==> src/rtl/wb_clear_arbiter_if.sv <==
// Writeback arbiter bus: per-producer result handshakes plus the RF write and
// scoreboard clear ports. Producers and the RF side sit on the master modport.
interface wb_clear_arbiter_if #(
    parameter int NUM_SRC = 3,
    parameter int ID_W    = 5,
    parameter int DATA_W  = 32
);
    logic [NUM_SRC-1:0]             src_v_i;
    logic [NUM_SRC-1:0][ID_W-1:0]   src_id_i;
    logic [NUM_SRC-1:0][DATA_W-1:0] src_data_i;
    logic [NUM_SRC-1:0]             src_ready_o;
    logic                           rf_wb_ready_i;
    logic                           rf_w_v_o;
    logic [ID_W-1:0]                rf_w_addr_o;
    logic [DATA_W-1:0]              rf_w_data_o;
    logic                           clear_o;
    logic [ID_W-1:0]                clear_id_o;
    logic [NUM_SRC-1:0]             pending_o;

    modport slave (
        input  src_v_i, src_id_i, src_data_i, rf_wb_ready_i,
        output src_ready_o, rf_w_v_o, rf_w_addr_o, rf_w_data_o,
               clear_o, clear_id_o, pending_o
    );

    modport master (
        output src_v_i, src_id_i, src_data_i, rf_wb_ready_i,
        input  src_ready_o, rf_w_v_o, rf_w_addr_o, rf_w_data_o,
               clear_o, clear_id_o, pending_o
    );
endinterface

==> src/rtl/wb_clear_arbiter.sv <==
// Writeback end of the register scoreboard: per-producer result FIFOs drained
// round-robin onto one RF write port, with a matching scoreboard clear each grant.
module wb_clear_fifo #(
    parameter int els_p   = 2,
    parameter int width_p = 8
) (
    input  logic               clk_i,
    input  logic               reset_i,
    input  logic               enq_v_i,
    input  logic [width_p-1:0] enq_data_i,
    output logic               enq_ready_o,
    input  logic               deq_i,
    output logic               head_v_o,
    output logic [width_p-1:0] head_data_o
);
    localparam int ptr_w_lp = (els_p > 1) ? $clog2(els_p) : 1;
    localparam int cnt_w_lp = $clog2(els_p + 1);

    logic [width_p-1:0]  mem_r [els_p];
    logic [ptr_w_lp-1:0] rd_ptr_r, wr_ptr_r;
    logic [cnt_w_lp-1:0] cnt_r;
    logic                enq, deq;

    function automatic logic [ptr_w_lp-1:0] ptr_inc(input logic [ptr_w_lp-1:0] p);
        return (p == ptr_w_lp'(els_p - 1)) ? '0 : p + 1'b1;
    endfunction

    // Ready looks only at occupancy, so a full FIFO refuses even while draining.
    assign enq_ready_o = (cnt_r != cnt_w_lp'(els_p));
    assign head_v_o    = (cnt_r != '0);
    assign head_data_o = mem_r[rd_ptr_r];
    assign enq         = enq_v_i & enq_ready_o;
    assign deq         = deq_i & head_v_o;

    always_ff @(posedge clk_i) begin
        if (reset_i) begin
            rd_ptr_r <= '0;
            wr_ptr_r <= '0;
            cnt_r    <= '0;
        end else begin
            if (enq) wr_ptr_r <= ptr_inc(wr_ptr_r);
            if (deq) rd_ptr_r <= ptr_inc(rd_ptr_r);
            case ({enq, deq})
                2'b10:   cnt_r <= cnt_r + 1'b1;
                2'b01:   cnt_r <= cnt_r - 1'b1;
                default: cnt_r <= cnt_r;
            endcase
        end
    end

    always_ff @(posedge clk_i) begin
        if (enq) mem_r[wr_ptr_r] <= enq_data_i;
    end
endmodule

module wb_clear_arbiter #(
    parameter int els_p             = 32,
    parameter int num_src_p         = 3,
    parameter int data_width_p      = 32,
    parameter int fifo_els_p        = 2,
    parameter int x0_tied_to_zero_p = 0,
    localparam int id_width_lp      = (els_p > 1) ? $clog2(els_p) : 1
) (
    input  logic              clk_i,
    input  logic              reset_i,
    wb_clear_arbiter_if.slave bus
);
    localparam int rr_w_lp = (num_src_p > 1) ? $clog2(num_src_p) : 1;

    typedef struct packed {
        logic [id_width_lp-1:0]  id;
        logic [data_width_p-1:0] data;
    } entry_s;

    entry_s [num_src_p-1:0] enq_entry, head;
    logic   [num_src_p-1:0] head_v, deq;
    logic   [rr_w_lp-1:0]   rr_ptr_r, grant_idx, cand;
    logic                   grant_v, x0_drop, wr_v;
    int                     idx;

    for (genvar s = 0; s < num_src_p; s++) begin : g_src
        assign enq_entry[s] = '{id: bus.src_id_i[s], data: bus.src_data_i[s]};

        wb_clear_fifo #(
            .els_p   (fifo_els_p),
            .width_p ($bits(entry_s))
        ) fifo (
            .clk_i       (clk_i),
            .reset_i     (reset_i),
            .enq_v_i     (bus.src_v_i[s]),
            .enq_data_i  (enq_entry[s]),
            .enq_ready_o (bus.src_ready_o[s]),
            .deq_i       (deq[s]),
            .head_v_o    (head_v[s]),
            .head_data_o (head[s])
        );
    end

    // Scan from the farthest offset down so the first pending source at/after rr wins.
    always_comb begin
        grant_v   = 1'b0;
        grant_idx = '0;
        idx       = 0;
        cand      = '0;
        for (int i = num_src_p - 1; i >= 0; i--) begin
            idx = int'(rr_ptr_r) + i;
            if (idx >= num_src_p) idx = idx - num_src_p;
            cand = rr_w_lp'(idx);
            if (head_v[cand]) begin
                grant_v   = 1'b1;
                grant_idx = cand;
            end
        end
        grant_v = grant_v & bus.rf_wb_ready_i;
    end

    always_comb begin
        deq = '0;
        if (grant_v) deq[grant_idx] = 1'b1;
    end

    always_ff @(posedge clk_i) begin
        if (reset_i)
            rr_ptr_r <= '0;
        else if (grant_v)
            rr_ptr_r <= (grant_idx == rr_w_lp'(num_src_p - 1)) ? '0 : grant_idx + 1'b1;
    end

    // A granted x0 result is still consumed, it just never reaches the RF or scoreboard.
    assign x0_drop = (x0_tied_to_zero_p != 0) && (head[grant_idx].id == '0);
    assign wr_v    = grant_v & ~x0_drop;

    assign bus.rf_w_v_o    = wr_v;
    assign bus.clear_o     = wr_v;
    assign bus.rf_w_addr_o = head[grant_idx].id;
    assign bus.clear_id_o  = head[grant_idx].id;
    assign bus.rf_w_data_o = head[grant_idx].data;
    assign bus.pending_o   = head_v;

`ifndef SYNTHESIS
    // The scoreboard blocks WAW, so two live heads targeting one register is a protocol bug.
    always @(negedge clk_i) begin
        if (!reset_i) begin
            for (int i = 0; i < num_src_p; i++)
                for (int j = i + 1; j < num_src_p; j++)
                    assert (!(head_v[i] && head_v[j] && head[i].id == head[j].id))
                        else $error("wb_clear_arbiter: sources %0d and %0d hold id %0d", i, j, head[i].id);
        end
    end
`endif
endmodule

==> src/flat_wrapper.sv <==
// flat-port wrapper written by rule: the top's interface ports become plain ports
module wb_clear_arbiter_flat 
#(
    parameter int els_p             = 32,
    parameter int num_src_p         = 3,
    parameter int data_width_p      = 32,
    parameter int fifo_els_p        = 2,
    parameter int x0_tied_to_zero_p = 0,
    localparam int id_width_lp      = (els_p > 1) ? $clog2(els_p) : 1
)
  (clk_i, reset_i, bus_src_v_i, bus_src_id_i, bus_src_data_i, bus_rf_wb_ready_i, bus_src_ready_o, bus_rf_w_v_o, bus_rf_w_addr_o, bus_rf_w_data_o, bus_clear_o, bus_clear_id_o, bus_pending_o);
  wb_clear_arbiter_if #(.NUM_SRC((3)), .ID_W((5)), .DATA_W((32))) bus_i ();
  input  logic clk_i;
  input  logic reset_i;
  input wire logic [$bits(bus_i.src_v_i)-1:0] bus_src_v_i;
  input wire logic [$bits(bus_i.src_id_i)-1:0] bus_src_id_i;
  input wire logic [$bits(bus_i.src_data_i)-1:0] bus_src_data_i;
  input wire logic [$bits(bus_i.rf_wb_ready_i)-1:0] bus_rf_wb_ready_i;
  output wire logic [$bits(bus_i.src_ready_o)-1:0] bus_src_ready_o;
  output wire logic [$bits(bus_i.rf_w_v_o)-1:0] bus_rf_w_v_o;
  output wire logic [$bits(bus_i.rf_w_addr_o)-1:0] bus_rf_w_addr_o;
  output wire logic [$bits(bus_i.rf_w_data_o)-1:0] bus_rf_w_data_o;
  output wire logic [$bits(bus_i.clear_o)-1:0] bus_clear_o;
  output wire logic [$bits(bus_i.clear_id_o)-1:0] bus_clear_id_o;
  output wire logic [$bits(bus_i.pending_o)-1:0] bus_pending_o;
  assign bus_i.src_v_i = bus_src_v_i;
  assign bus_i.src_id_i = bus_src_id_i;
  assign bus_i.src_data_i = bus_src_data_i;
  assign bus_i.rf_wb_ready_i = bus_rf_wb_ready_i;
  assign bus_src_ready_o = bus_i.src_ready_o;
  assign bus_rf_w_v_o = bus_i.rf_w_v_o;
  assign bus_rf_w_addr_o = bus_i.rf_w_addr_o;
  assign bus_rf_w_data_o = bus_i.rf_w_data_o;
  assign bus_clear_o = bus_i.clear_o;
  assign bus_clear_id_o = bus_i.clear_id_o;
  assign bus_pending_o = bus_i.pending_o;
  wb_clear_arbiter #(.els_p(els_p), .num_src_p(num_src_p), .data_width_p(data_width_p), .fifo_els_p(fifo_els_p), .x0_tied_to_zero_p(x0_tied_to_zero_p)) u_core (.clk_i(clk_i), .reset_i(reset_i), .bus(bus_i));
endmodule
==> config.mk <==
export PLATFORM = sky130hd
export DESIGN_NAME = wb_clear_arbiter_flat
export DESIGN_NICKNAME = d
export VERILOG_FILES = /design/src/rtl/wb_clear_arbiter_if.sv /design/src/rtl/wb_clear_arbiter.sv /design/src/flat_wrapper.sv
export SDC_FILE = /design/constraint.sdc
export NUM_CORES = 1
export LEC_CHECK = 0
export CAP_MARGIN = 20
export CELL_PAD_IN_SITES_DETAIL_PLACEMENT = 1
export CELL_PAD_IN_SITES_GLOBAL_PLACEMENT = 2
export CORE_AREA = 2 2 194 177
export CTS_BUF_LIST = sky130_fd_sc_hd__clkbuf_16
export DETAILED_ROUTE_END_ITERATION = 8
export DIE_AREA = 0 0 196 179
export GPL_ROUTABILITY_DRIVEN = 0
export PLACE_DENSITY_LB_ADDON = 0.1
export SLEW_MARGIN = 40
export SYNTH_ARGS = -nofsm -noshare
export SYNTH_HDL_FRONTEND = slang
export SYNTH_SLANG_ARGS = --single-unit
==> constraint.sdc <==
create_clock -name clk_i -period 7.6 [get_ports clk_i]
set_input_delay 1.14 -clock clk_i [delete_from_list [all_inputs] [get_ports clk_i]]
set_output_delay 1.14 -clock clk_i [all_outputs]
set_load 0.05 [all_outputs]
; After elaboration in Yosys (flattened, before gate mapping)
; Memory sizes are Yosys's and may differ from the RTL's. A register that Yosys moved wholly into a read port is not among the register bits.
; Cells that the tools add are included.
[op_classes]
addsub = 18
magnitude_cmp = 8
n_eq_ne = 10
n_mux = 42
bitwise = 7
reduce_logical = 7
[ops]
columns = op, count
row1 = binary-select mux 37 bit (select 2 bit), 1
row2 = 2-to-1 mux 37 bit, 1
row3 = 2-to-1 mux 1 bit, 25
row4 = 2-to-1 mux 2 bit, 7
row5 = less-than comparator 2 x 3 -> 1 bit (second input constant), 4
row6 = case mux 2 bit (2 select lines), 3
row7 = nonzero test 2 bit, 6
row8 = subtractor 2 x 1 -> 2 bit (second input constant), 5
row9 = adder 2 x 1 -> 2 bit (second input constant), 4
row10 = == test 2 bit (second input constant), 4
row11 = bitwise AND 1 bit, 7
row12 = adder 1 bit (second input constant), 6
row13 = binary-select mux 1 bit (select 2 bit), 3
row14 = == test 2 x 1 -> 1 bit (second input constant), 3
row15 = >= comparator 3 x 2 -> 1 bit (second input constant), 2
row16 = inequality test 2 bit (second input constant), 3
row17 = adder 2 x 1 -> 3 bit (second input constant), 1
row18 = adder 2 x 2 -> 3 bit (second input constant), 1
row19 = 2-to-1 mux 3 bit, 1
row20 = demux 1 bit (select 2 bit), 1
row21 = >= comparator 2 x 1 -> 1 bit (second input constant), 1
row22 = >= comparator 2 bit (second input constant), 1
row23 = subtractor 2 bit (second input constant), 1
row24 = logical AND 1 bit, 1
[word_totals]
register_bits = 14
mem_bits_rw = 222
in_bits = 117
out_inout_bits = 50
wordCells = 105
n_memories = 3
[mem_list]
columns = name, words, width, rd, rd_ports_with_merged_regs, wr, line_no
row1 = u_core.g_src[0].fifo.mem_r, 2, 37, 1, 1, 1, wb_clear_arbiter.sv:19  ; logic [width_p-1:0] mem_r [els_p];
row2 = u_core.g_src[1].fifo.mem_r, 2, 37, 1, 1, 1, wb_clear_arbiter.sv:19
row3 = u_core.g_src[2].fifo.mem_r, 2, 37, 1, 1, 1, wb_clear_arbiter.sv:19

; Depth between registers and ports, before layout
[depth]
ltp_word = 16
mapped_depth = 12
ltp_nobuf = 9

; Hierarchy
; Synthesis repeated with hierarchy kept, for this count alone.
[hier_totals]
hier_cells = 646
hier_area_um2 = 9952.0
[by_module_without_submodules]
columns = mod, n_inst, cells_per_inst, area_each_um2, seq_area_each_um2
row1 = wb_clear_fifo, 3, 139, 2881.5, 2322.2
row2 = wb_clear_arbiter, 1, 229, 1307.5, 40.0

; Least setup slack after synthesis
; OpenSTA, ideal clock, no wires.
[synth_timing]
path_type = register -> output
start = register u_core.rr_ptr_r[0]
end = output port bus_rf_w_addr_o[0]
t_arrival_ps = 3083
slack_ps = 3377
stages_incl_launch_ff = 11
path_buffers = 4
path_cell_list = dfxtp_1 -> inv_1 -> ha_1 -> clkbuf_1 -> a211o_1 -> a21oi_1 -> buf_2 -> buf_1 -> a221oi_1 -> o22ai_1 -> buf_4
[synth_between]
elab_chain_len = 10
[synth_rtl]
columns = item, line_no
row1 = from (decl), wb_clear_arbiter.sv:77  ; logic [rr_w_lp-1:0] rr_ptr_r, grant_idx, cand;
row2 = from (signal assigned), wb_clear_arbiter.sv:126  ; rr_ptr_r <= (grant_idx == rr_w_lp'(num_src_p - 1)) ? '0 : grant_idx + 1'b1;
row3 = adder 2 x 2 -> 3 bit, wb_clear_arbiter.sv:106  ; idx = int'(rr_ptr_r) + i;
row4 = >= comparator 3 x 2 -> 1 bit / subtractor 2 x 1 -> 2 bit (equally long branches), wb_clear_arbiter.sv:107  ; if (idx >= num_src_p) idx = idx - num_src_p;
row5 = 2-to-1 mux 2 bit, wb_clear_arbiter.sv:107
row6 = binary-select mux 1 bit (select 2 bit), wb_clear_arbiter.sv:109  ; if (head_v[cand]) begin
row7 = 2-to-1 mux 1 bit (not written as such), wb_clear_arbiter.sv:109
row8 = 2-to-1 mux 2 bit (2 in series), wb_clear_arbiter.sv:109
row9 = 2-to-1 mux 2 bit (*), wb_clear_arbiter.sv:109
row10 = binary-select mux 37 bit (select 2 bit) (*), n/a
row11 = 2-to-1 mux 37 bit (*), n/a
row12 = to (decl), flat_wrapper.sv:21  ; output wire logic [$bits(bus_i.rf_w_addr_o)-1:0] bus_rf_w_addr_o;
; Mark *: on every way between the ends. The rest lies on a longest branch, timed or not. The select of a mux whose other input is x is not followed.

; Final worst setup path
[layout_timing]
start = register u_core.rr_ptr_r[0]
end = output port bus_rf_w_data_o[4]
[layout_between]
elab_chain_len = 10
[layout_rtl]
columns = item, line_no
row1 = adder 2 x 2 -> 3 bit, wb_clear_arbiter.sv:106
row2 = >= comparator 3 x 2 -> 1 bit / subtractor 2 x 1 -> 2 bit (equally long branches), wb_clear_arbiter.sv:107
row3 = 2-to-1 mux 2 bit, wb_clear_arbiter.sv:107
row4 = binary-select mux 1 bit (select 2 bit), wb_clear_arbiter.sv:109
row5 = 2-to-1 mux 1 bit (not written as such), wb_clear_arbiter.sv:109
row6 = 2-to-1 mux 2 bit (2 in series), wb_clear_arbiter.sv:109
row7 = 2-to-1 mux 2 bit (*), wb_clear_arbiter.sv:109
row8 = binary-select mux 37 bit (select 2 bit) (*), wb_clear_arbiter.sv:137  ; assign bus.rf_w_data_o = head[grant_idx].data;
row9 = 2-to-1 mux 37 bit (*), n/a
row10 = to (decl), flat_wrapper.sv:22  ; output wire logic [$bits(bus_i.rf_w_data_o)-1:0] bus_rf_w_data_o;
; Marks and branches as above.

==> impl_metrics.yaml <==
die:
  start_util_pct: 29.5
  num_io_pins: 167
  die-width_um: 196
  die_y_um: 179
  die_area_um2: 35100
  num_rows: 64
  core_um2: 33300
global_route:
  grt.total_usage_pct: 15.9
  grt_pass1_vias: 6580
  grt-ovfl-total: 0
  grt_pass1_wl_um: 41500
  grt_antenna_before_repair: 5
  grt_max_degree: 75
placement:
  io_buffers: 166
  pre_cts_slack_ns: 2.67
  place_area_um2: 11900
  placedCellCount: 1158
  dp_hpwl_um: 17400
sta:
  final-hold-violation-count: 0
  layout_setup_ws_ns: 2.11
  slew_violations: 0
  slew_headroom_pct: 45.7
  clock.fmax_ghz: 0.182
  rsz0062_at_grt: "false"
  setup_viol_count_final: 0
  fin_skew_ns: 0.00953
  layout_min_cycle_time_ns: 5.49
  final.period_utilization_pct: 72.3
  worstMarginPinSlew_ns: 0.814
  tns_ns: 0
critical_path:
  startpoint_type: "flop"
  critPathLaunch: "u_core.rr_ptr_r[0]"
  cpPeakStageDelay_ns: 0.86
  end_kind: "output port"
  setup.worst_path.class: "reg2out"
  endpoint: "bus_rf_w_data_o[4]"
  worstPathCellList: "inv_1 > ha_1 > or2_2 > o2111ai_4 > buf_4 > o31ai_1 > o22ai_1 > clkdlybuf4s50_1"
  crit_buf_inv: 3
  cp_num_cells: 8
  cp_data_arrival_time_ns: 4.35
  r2r-start: "u_core.rr_ptr_r[0]"
  reg2reg_slack_ns: 4.07
  crit_slowest_cell: "clkdlybuf4s50_1"
  required_ns: 6.46
  r2r_end: "u_core.g_src[2].fifo.cnt_r[1]"
  critPathTopFamily: "buffers and inverters"
  cp_max_fo: 53
  ff2ff_path_depth: 9
clocking:
  root_buffer: "clkbuf_16"
  cts_made_buffers: 28
  cts_resized: 0
  clock_latency_ns: 0.53
  cts_tree: "done"
  clk_pin_slew_ns: 0.06
  cts_setup_buffers: 0
  ctsHoldBuffers: 0
  clk_path_buf_depth: 3
  cts_sinks: 239
  cts.htree.levels: 1
synth:
  ys_types: 47
  ys_ff_latch: 239
  netlist_area_um2: 9810
  synthArstFlopShare_pct: 0
  synth_edf_count: 222
  synthCells: 614
  seq_area_frac_synth_pct: 71.4
  synth.net_count: 736
  synth.avg_cell_area_um2: 16.0
  yosys_warnings: 0
  ys.flop_type: "edfxtp_1"
final_layout:
  final_area_um2: 12700
  drive_above_1_share_pct: 13.2
  nets: 882
  syn_to_final_growth_pct: 29.8
  final_cells: 1211
drt:
  ant_nets: 0
  wirelength_um: 27900
  drt_iter0_drc: 246
  routedWlPerCell_um: 23.0
  dr.pass1.iters: 4
  via_per_inst: 4.89
  drc: 0
  dr_total_vias: 5916
hold_path:
  hold_path_class: "reg2reg"
run_status:
  status: "completed"
flow_run:
  cap_violations: 0
[worst reg2reg max path, cell delays in order, from the launching register on]
cell and delay [ns]:
dfxtp_1 0.34, inv_1 0.06, ha_1 0.37, or2_2 0.37, o2111ai_4 0.66, buf_4 0.66
nor2_1 0.14, ha_1 0.33, or3_1 0.35, a21oi_1 0.16
[sequential cells by signal, indices dropped and copies added, names as in the netlist, named ones only]
signal	cells
u_core.g_src.fifo.mem_r	222
u_core.g_src.fifo.cnt_r	6
u_core.g_src.fifo.rd_ptr_r	3
u_core.g_src.fifo.wr_ptr_r	3
u_core.rr_ptr_r	2
[placed cells by master (no fill, tap or decap), types with 4 or more instances in the layout]
master / instances
a21oi_1: 5
mux2_2: 39
edfxtp_1: 222
inv_1: 15
a221oi_1: 37
o31ai_1: 37
mux2i_1: 37
nor2b_1: 39
clkbuf_16: 29
o21ai_0: 4
xor2_1: 6
dfxtp_1: 14
ha_1: 5
nor2_1: 11
buf_4: 8
or3_1: 4
clkinv_1: 8
or2_2: 4
o22ai_1: 37
clkdlybuf4s50_1: 166
[synthesized netlist by cell type (2+ instances only)]
cell      count  area [µm²]
a21o_1        2        15.0
a21oi_1       7        35.0
a221oi_1     37         324
a41oi_1       2        17.5
and3_1        3        18.8
buf_1         4        15.0
buf_2        11        55.1
buf_4        12        90.1
clkbuf_1     31         116
dfxtp_1      17         340
edfxtp_1    222        6670
ha_1          5        62.6
inv_1         5        18.8
mux2_1        2        22.5
mux2_2       39         439
mux2i_1      37         370
nand2_1       3        11.3
nand2b_1      3        18.8
nor2_1       14        52.6
nor2b_1      39         244
nor3_1        2        10.0
nor3b_1       2        15.0
o211ai_1      2        15.0
o21ai_0       4        20.0
o21bai_1      2        15.0
o22ai_1      37         231
o31ai_1      37         278
or2_2         4        25.0
or3_1         4        25.0
xnor2_1       3        26.3
xor2_1        6        52.6
[routing by layer]
layer | wire, µm | vias to the layer above | global-route usage, %
li1 | - | 2735 | -
met1 | 12500 | 3010 | 21.0
met4 | 316 | 6 | 2.75
met2 | 13600 | 133 | 27.1
met3 | 1430 | 32 | 3.65
met5 | 41 | - | 0
[stage by stage]
step / utilization [%] / hold slack [ns]
after global placement: 35.6 / 0.487
after floorplan: - / 0.474
after detailed placement: 35.7 / 0.519
after global routing: 38.2 / 0.548
final: 38.2 / 0.521
after CTS: 38.2 / 0.534
[kinds of logic after synthesis]
family	count (synthesis)	share of synthesized area, %
adders and majority gates	5	0.638
buffers and inverters	64	3.12
DFF	239	71.4
AOI/OAI and AO/OA	140	10.9
and+or+nand+nor	79	4.67
xor gates and xnor gates	9	0.804
muxes	78	8.48
[cell type report]
cell class              count  area (µm²)
diodes                      2        5.00
clock buffers              29         726
clock inverters            21         108
fillers                  3356       20600
inverters                   5        18.8
multi-input cells         311        2590
flip-flops and latches    239        7010
well taps                 429         537
repair buffers            175        1740
[worst min-delay path by stage]
stage | cells past startpoint | endpoint | startpoint | slack [ns]
after global routing | 2 | flop | u_core.g_src[2].fifo.rd_ptr_r | 0.55
after CTS | 2 | flop | u_core.g_src[2].fifo.rd_ptr_r | 0.53
after detailed placement | 2 | flop | u_core.g_src[2].fifo.rd_ptr_r | 0.52
after floorplan | 2 | flop | u_core.g_src[2].fifo.rd_ptr_r | 0.47
final | 2 | flop | u_core.g_src[2].fifo.rd_ptr_r | 0.52
after global placement | 2 | flop | u_core.g_src[2].fifo.rd_ptr_r | 0.49
Power is not shown: default switching activity piles up to over one toggle a cycle in this logic, so the estimate is an artifact.
